## config.mk

```make
export PLATFORM = sky130hd
export DESIGN_NAME = pipe_ctrl_carrier
export DESIGN_NICKNAME = d
export VERILOG_FILES = /design/src/rtl/pipe_ctrl_carrier.sv
export SDC_FILE = /design/constraint.sdc
export NUM_CORES = 1
export LEC_CHECK = 0
export CORE_MARGIN = 2
export CORE_UTILIZATION = 40
export CTS_CLUSTER_DIAMETER = 150
export DETAILED_ROUTE_END_ITERATION = 10
export DONT_BUFFER_PORTS = 1
export MAX_ROUTING_LAYER = met4
export SETUP_SLACK_MARGIN = 0.4
export SLEW_MARGIN = 20
export SYNTH_ARGS = -nofsm -noshare
export SYNTH_HDL_FRONTEND = slang
export SYNTH_SLANG_ARGS = --single-unit
export TNS_END_PERCENT = 5
```

## constraint.sdc

```tcl
create_clock -name clk -period 5 [get_ports clk]
set_clock_uncertainty 0.1 [all_clocks]
set_input_delay 1 -clock clk [delete_from_list [all_inputs] [get_ports clk]]
set_output_delay 1 -clock clk [all_outputs]
set_load 0.02 [all_outputs]
```

## src/rtl/pipe_ctrl_carrier.sv

```systemverilog
// Pipeline control carrier: moves decoder control bundles through ID/EX,
// EX/MEM and MEM/WB, and produces load-use stall, branch flush bubbles
// and EX-stage forwarding selects for a 5-stage MIPS datapath.
module pipe_ctrl_carrier #(
  parameter int unsigned AW = 5,
  parameter int unsigned CW = 8
) (
  input  logic          clk,
  input  logic          rst,
  input  logic          id_valid,
  input  logic [2:0]    id_ex,
  input  logic [2:0]    id_m,
  input  logic [1:0]    id_wb,
  input  logic [AW-1:0] id_rs,
  input  logic [AW-1:0] id_rt,
  input  logic [AW-1:0] id_rd,
  input  logic          branch_taken,
  output logic          stall,
  output logic          ex_reg_dst,
  output logic          ex_alu_op,
  output logic          ex_alu_src,
  output logic [AW-1:0] ex_dst,
  output logic [1:0]    fwd_a,
  output logic [1:0]    fwd_b,
  output logic          mem_branch,
  output logic          mem_read,
  output logic          mem_write,
  output logic [AW-1:0] mem_dst,
  output logic          wb_reg_write,
  output logic          wb_mem_to_reg,
  output logic [AW-1:0] wb_dst,
  output logic [CW-1:0] stall_count
);

  // ID/EX held fields that are not directly exported
  logic [2:0]    ex_m;
  logic [1:0]    ex_wb;
  logic [AW-1:0] ex_rs;
  logic [AW-1:0] ex_rt;
  logic [AW-1:0] ex_rd;

  // EX/MEM write-back bits carried to MEM/WB
  logic [1:0]    mem_wb;

  logic          hz;
  logic          id_ex_bubble;

  // Load in EX whose destination is a source of the ID instruction
  assign hz = id_valid & ex_m[1] & (ex_rt != '0) &
              ((ex_rt == id_rs) | (ex_rt == id_rt));

  // A taken branch squashes the younger instruction, so it never stalls
  assign stall        = hz & ~branch_taken;
  assign id_ex_bubble = branch_taken | hz | ~id_valid;

  assign ex_dst = ex_reg_dst ? ex_rd : ex_rt;

  // ID/EX pipeline register
  always_ff @(posedge clk or posedge rst) begin
    if (rst) begin
      ex_reg_dst <= 1'b0;
      ex_alu_op  <= 1'b0;
      ex_alu_src <= 1'b0;
      ex_m       <= '0;
      ex_wb      <= '0;
      ex_rs      <= '0;
      ex_rt      <= '0;
      ex_rd      <= '0;
    end else if (id_ex_bubble) begin
      ex_reg_dst <= 1'b0;
      ex_alu_op  <= 1'b0;
      ex_alu_src <= 1'b0;
      ex_m       <= '0;
      ex_wb      <= '0;
      ex_rs      <= '0;
      ex_rt      <= '0;
      ex_rd      <= '0;
    end else begin
      ex_reg_dst <= id_ex[2];
      ex_alu_op  <= id_ex[1];
      ex_alu_src <= id_ex[0];
      ex_m       <= id_m;
      ex_wb      <= id_wb;
      ex_rs      <= id_rs;
      ex_rt      <= id_rt;
      ex_rd      <= id_rd;
    end
  end

  // EX/MEM pipeline register; the EX instruction is squashed on a taken branch
  always_ff @(posedge clk or posedge rst) begin
    if (rst) begin
      mem_branch <= 1'b0;
      mem_read   <= 1'b0;
      mem_write  <= 1'b0;
      mem_wb     <= '0;
      mem_dst    <= '0;
    end else if (branch_taken) begin
      mem_branch <= 1'b0;
      mem_read   <= 1'b0;
      mem_write  <= 1'b0;
      mem_wb     <= '0;
      mem_dst    <= '0;
    end else begin
      mem_branch <= ex_m[2];
      mem_read   <= ex_m[1];
      mem_write  <= ex_m[0];
      mem_wb     <= ex_wb;
      mem_dst    <= ex_dst;
    end
  end

  // MEM/WB pipeline register; the branching instruction itself retires
  always_ff @(posedge clk or posedge rst) begin
    if (rst) begin
      wb_reg_write  <= 1'b0;
      wb_mem_to_reg <= 1'b0;
      wb_dst        <= '0;
    end else begin
      wb_reg_write  <= mem_wb[1];
      wb_mem_to_reg <= mem_wb[0];
      wb_dst        <= mem_dst;
    end
  end

  // Operand forwarding: the younger producer (EX/MEM) wins, register 0 never forwards
  always_comb begin
    fwd_a = 2'b00;
    fwd_b = 2'b00;
    if (mem_wb[1] && (mem_dst != '0) && (mem_dst == ex_rs)) begin
      fwd_a = 2'b10;
    end else if (wb_reg_write && (wb_dst != '0) && (wb_dst == ex_rs)) begin
      fwd_a = 2'b01;
    end
    if (mem_wb[1] && (mem_dst != '0) && (mem_dst == ex_rt)) begin
      fwd_b = 2'b10;
    end else if (wb_reg_write && (wb_dst != '0) && (wb_dst == ex_rt)) begin
      fwd_b = 2'b01;
    end
  end

  // Saturating count of load-use stall cycles
  always_ff @(posedge clk or posedge rst) begin
    if (rst) begin
      stall_count <= '0;
    end else if (stall && (stall_count != '1)) begin
      stall_count <= stall_count + CW'(1);
    end
  end

endmodule
```

==> flow_summary.ini <==
[min_path]
min_from = mem_wb[0]$_DFF_PP0_
hold_path.class = reg2reg

[die]
die_area_um2 = 5960
die-width_um = 77.2
fp.dieH_um = 77.2
start_util_pct = 41.7
pin_count = 63
design.core.area_um2 = 5140
num_rows = 26

[routing]
wl_per_cell_um = 17.3
viasPerCell = 5.05
vias = 1231
wirelength_mm = 4.21
drt_iter0_markers = 52
drc_errors = 0
antenna_left = 0
firstDrtPassIters = 4

[clock_network]
clk_path_buf_depth = 2
postCtsSetupBuffers = 0
cts.repair.resized = 0
path_clk_slew_ps = 80
cts-root-buf = clkbuf_8
clk-insertion-delay-late_ps = 290
clock_sink_count = 48
cts_made_buffers = 5
cts.htree.levels = 2
cts_hold_buf = 0
cts_tree = done

[timing]
slew_viol_final = 0
finalSetupViolCount = 0
maxSlewHeadroom_pct = 26.7
fin_crit_ps = 3820
fin_hold_ws_ps = 263
finalHoldViolCount = 0
rsz0062_at_grt = no
fin_tns_setup_ps = 0
worst_pin_slew_ps = 1090
fmax_ghz = 0.262
finalCritPeriodShare_pct = 76.3

[pwr]
p_leak_nw = 1.08
power_density_nw_per_um2 = 323
ir_drop_mv = 0.208

[global_route]
antenna_found_initial = 0
grt_pass1_wl_mm = 6.98
gr-usage-met1_pct = 20.0
grt_overflow_total = 0
met2_usage_pct = 23.4
busiest_layer = met2
grt_max_degree = 49
grt_pass1_vias = 1303
grt.met3_usage_pct = 4.94
track_usage_pct = 15.7

[synthesis]
synth.avg_cell_area_um2 = 12.3
synth_area_um2 = 2140
seq_area_frac_synth_pct = 56.0
yosys_warnings = 0
synth_fp_nets = 202
yosysUniqueCellTypes = 32
yosys_register_bits = 48
yosys-top-cells-area = dfrtp_1 56%, xnor2_1 8.6%, and2_1 7.0%
synth_top_area_share_pct = 56.0
synth_cells = 174
yosys.area.top_type = dfrtp_1

[worst_setup_path]
cp-startpoint = mem_dst[1]$_DFF_PP0_
crit_required_ps = 3900
arrival_ps = 2720
critPathMaxFanout = 5
crit_path_end_kind = output port
critPathKind = reg2out
start_kind = register
crit_chain = or4_1 -> o21ai_0 -> nor4_1 -> nor4_1
r2r-start = ex_rt[2]$_DFF_PP0_
critPathMostFrequentCell = nor4_1
max_stage_delay_ps = 840
critPathSlowestCell = nor4_1

[flow_run]
cap_violations = 0

[final_layout]
layout_common_cells = 48 x dfrtp_1, 24 x and2_1, 21 x xnor2_1
final_net_count = 201
fillCellCount = 513
antennaDiodeCount = 0
synthToLayoutAreaGrowth_pct = 6.71
regMostFlops = stall_count
largest_register_ffs = 8
stdcell_area_um2 = 2290
drive_gt1_share_pct = 12.6
mostFrequentLayoutCell = dfrtp_1

[place]
portBuffers = 0
place_area_um2 = 2180
gp_congestion = 0.718
dpl.hpwl_mm = 3.09

[outcome]
status = complete, no violations
[metrics by stage]
stage	power [mW]	setup slack, ps	utilization [%]	instances
3_5_place_dp	0.476	1520	42.3	236
5_1_grt	0.780	1090	44.5	244
6_report	0.740	1180	44.5	244
2_1_floorplan	0.469	1780	-	174
4_1_cts	0.754	1170	44.5	244
3_3_place_gp	0.475	1670	42.3	236
[where the power goes]
group          total, mW  internal (mW)  switching (mW)
registers          0.419          0.399          0.0200
clock network      0.272          0.148           0.125
logic             0.0481         0.0220          0.0261
[final cells by class]
type | count | area (µm²) | share of cell area [%]
well taps | 70 | 87.6 | 3.83
multi-input cells | 115 | 876 | 38.3
clock inverters | 3 | 42.5 | 1.86
clock buffers | 5 | 68.8 | 3.01
flip-flops and latches | 48 | 1200 | 52.5
inverters | 3 | 11.3 | 0.492
[cells in the mapped netlist]
cell type and n:
buf_2 2, and4_1 1, and3_1 1, nand3_1 7, a41oi_1 1, buf_6 3
xor2_1 15, clkbuf_1 3, or4_1 4, xnor2_1 21, o22ai_2 1, mux2_4 1
dfrtp_1 48, or4_4 1, inv_1 2, nand2_1 4, nor3_2 1, nor2b_1 10
o211ai_4 1, and2_1 24, a21oi_4 1, and2_4 1, nor2_1 1, nand4_1 3
nor3_1 1, nor4_1 5, ha_1 1, inv_2 1, o21ai_0 2, mux2_2 5
a21oi_1 1, nand2b_1 1
[per-layer routing]
metal	up-vias	wire (µm)
li1	569	-
met1	592	1760
met2	59	2050
met3	11	323
met4	0	76
met5	-	0
[critical path, delay by kind of cell (launching register included)]
family / cells / cell delay [ps]
simple gates: 3 / 1620
flops: 1 / 510
compound gates: 1 / 290
[logic make-up after synthesis]
group                    after synthesis  synth area share (%)
XOR/XNOR                              36                  14.7
adder cells (fa/ha/maj)                1                 0.584
flip-flops                            48                  56.0
AO/OA/AOI/OAI                          7                  3.44
buffers and inverters                 11                  3.09
AND/OR/NAND/NOR                       65                  18.8
multiplexers                           6                  3.33
[worst paths after layout]
kind                       slack, ps                       to  cells after the start
max                             1180                 fwd_b[0]                      4
min reg2reg                      260  wb_mem_to_reg$_DFF_PP0_                      0
min in group asynchronous        690     ex_alu_src$_DFF_PP0_                      1
max reg2reg                     2800       ex_rs[3]$_DFF_PP0_                      5
max in group asynchronous       3510       ex_rd[0]$_DFF_PP0_                      1
min                              260  wb_mem_to_reg$_DFF_PP0_                      0
Power figures use the tool's default switching activity.
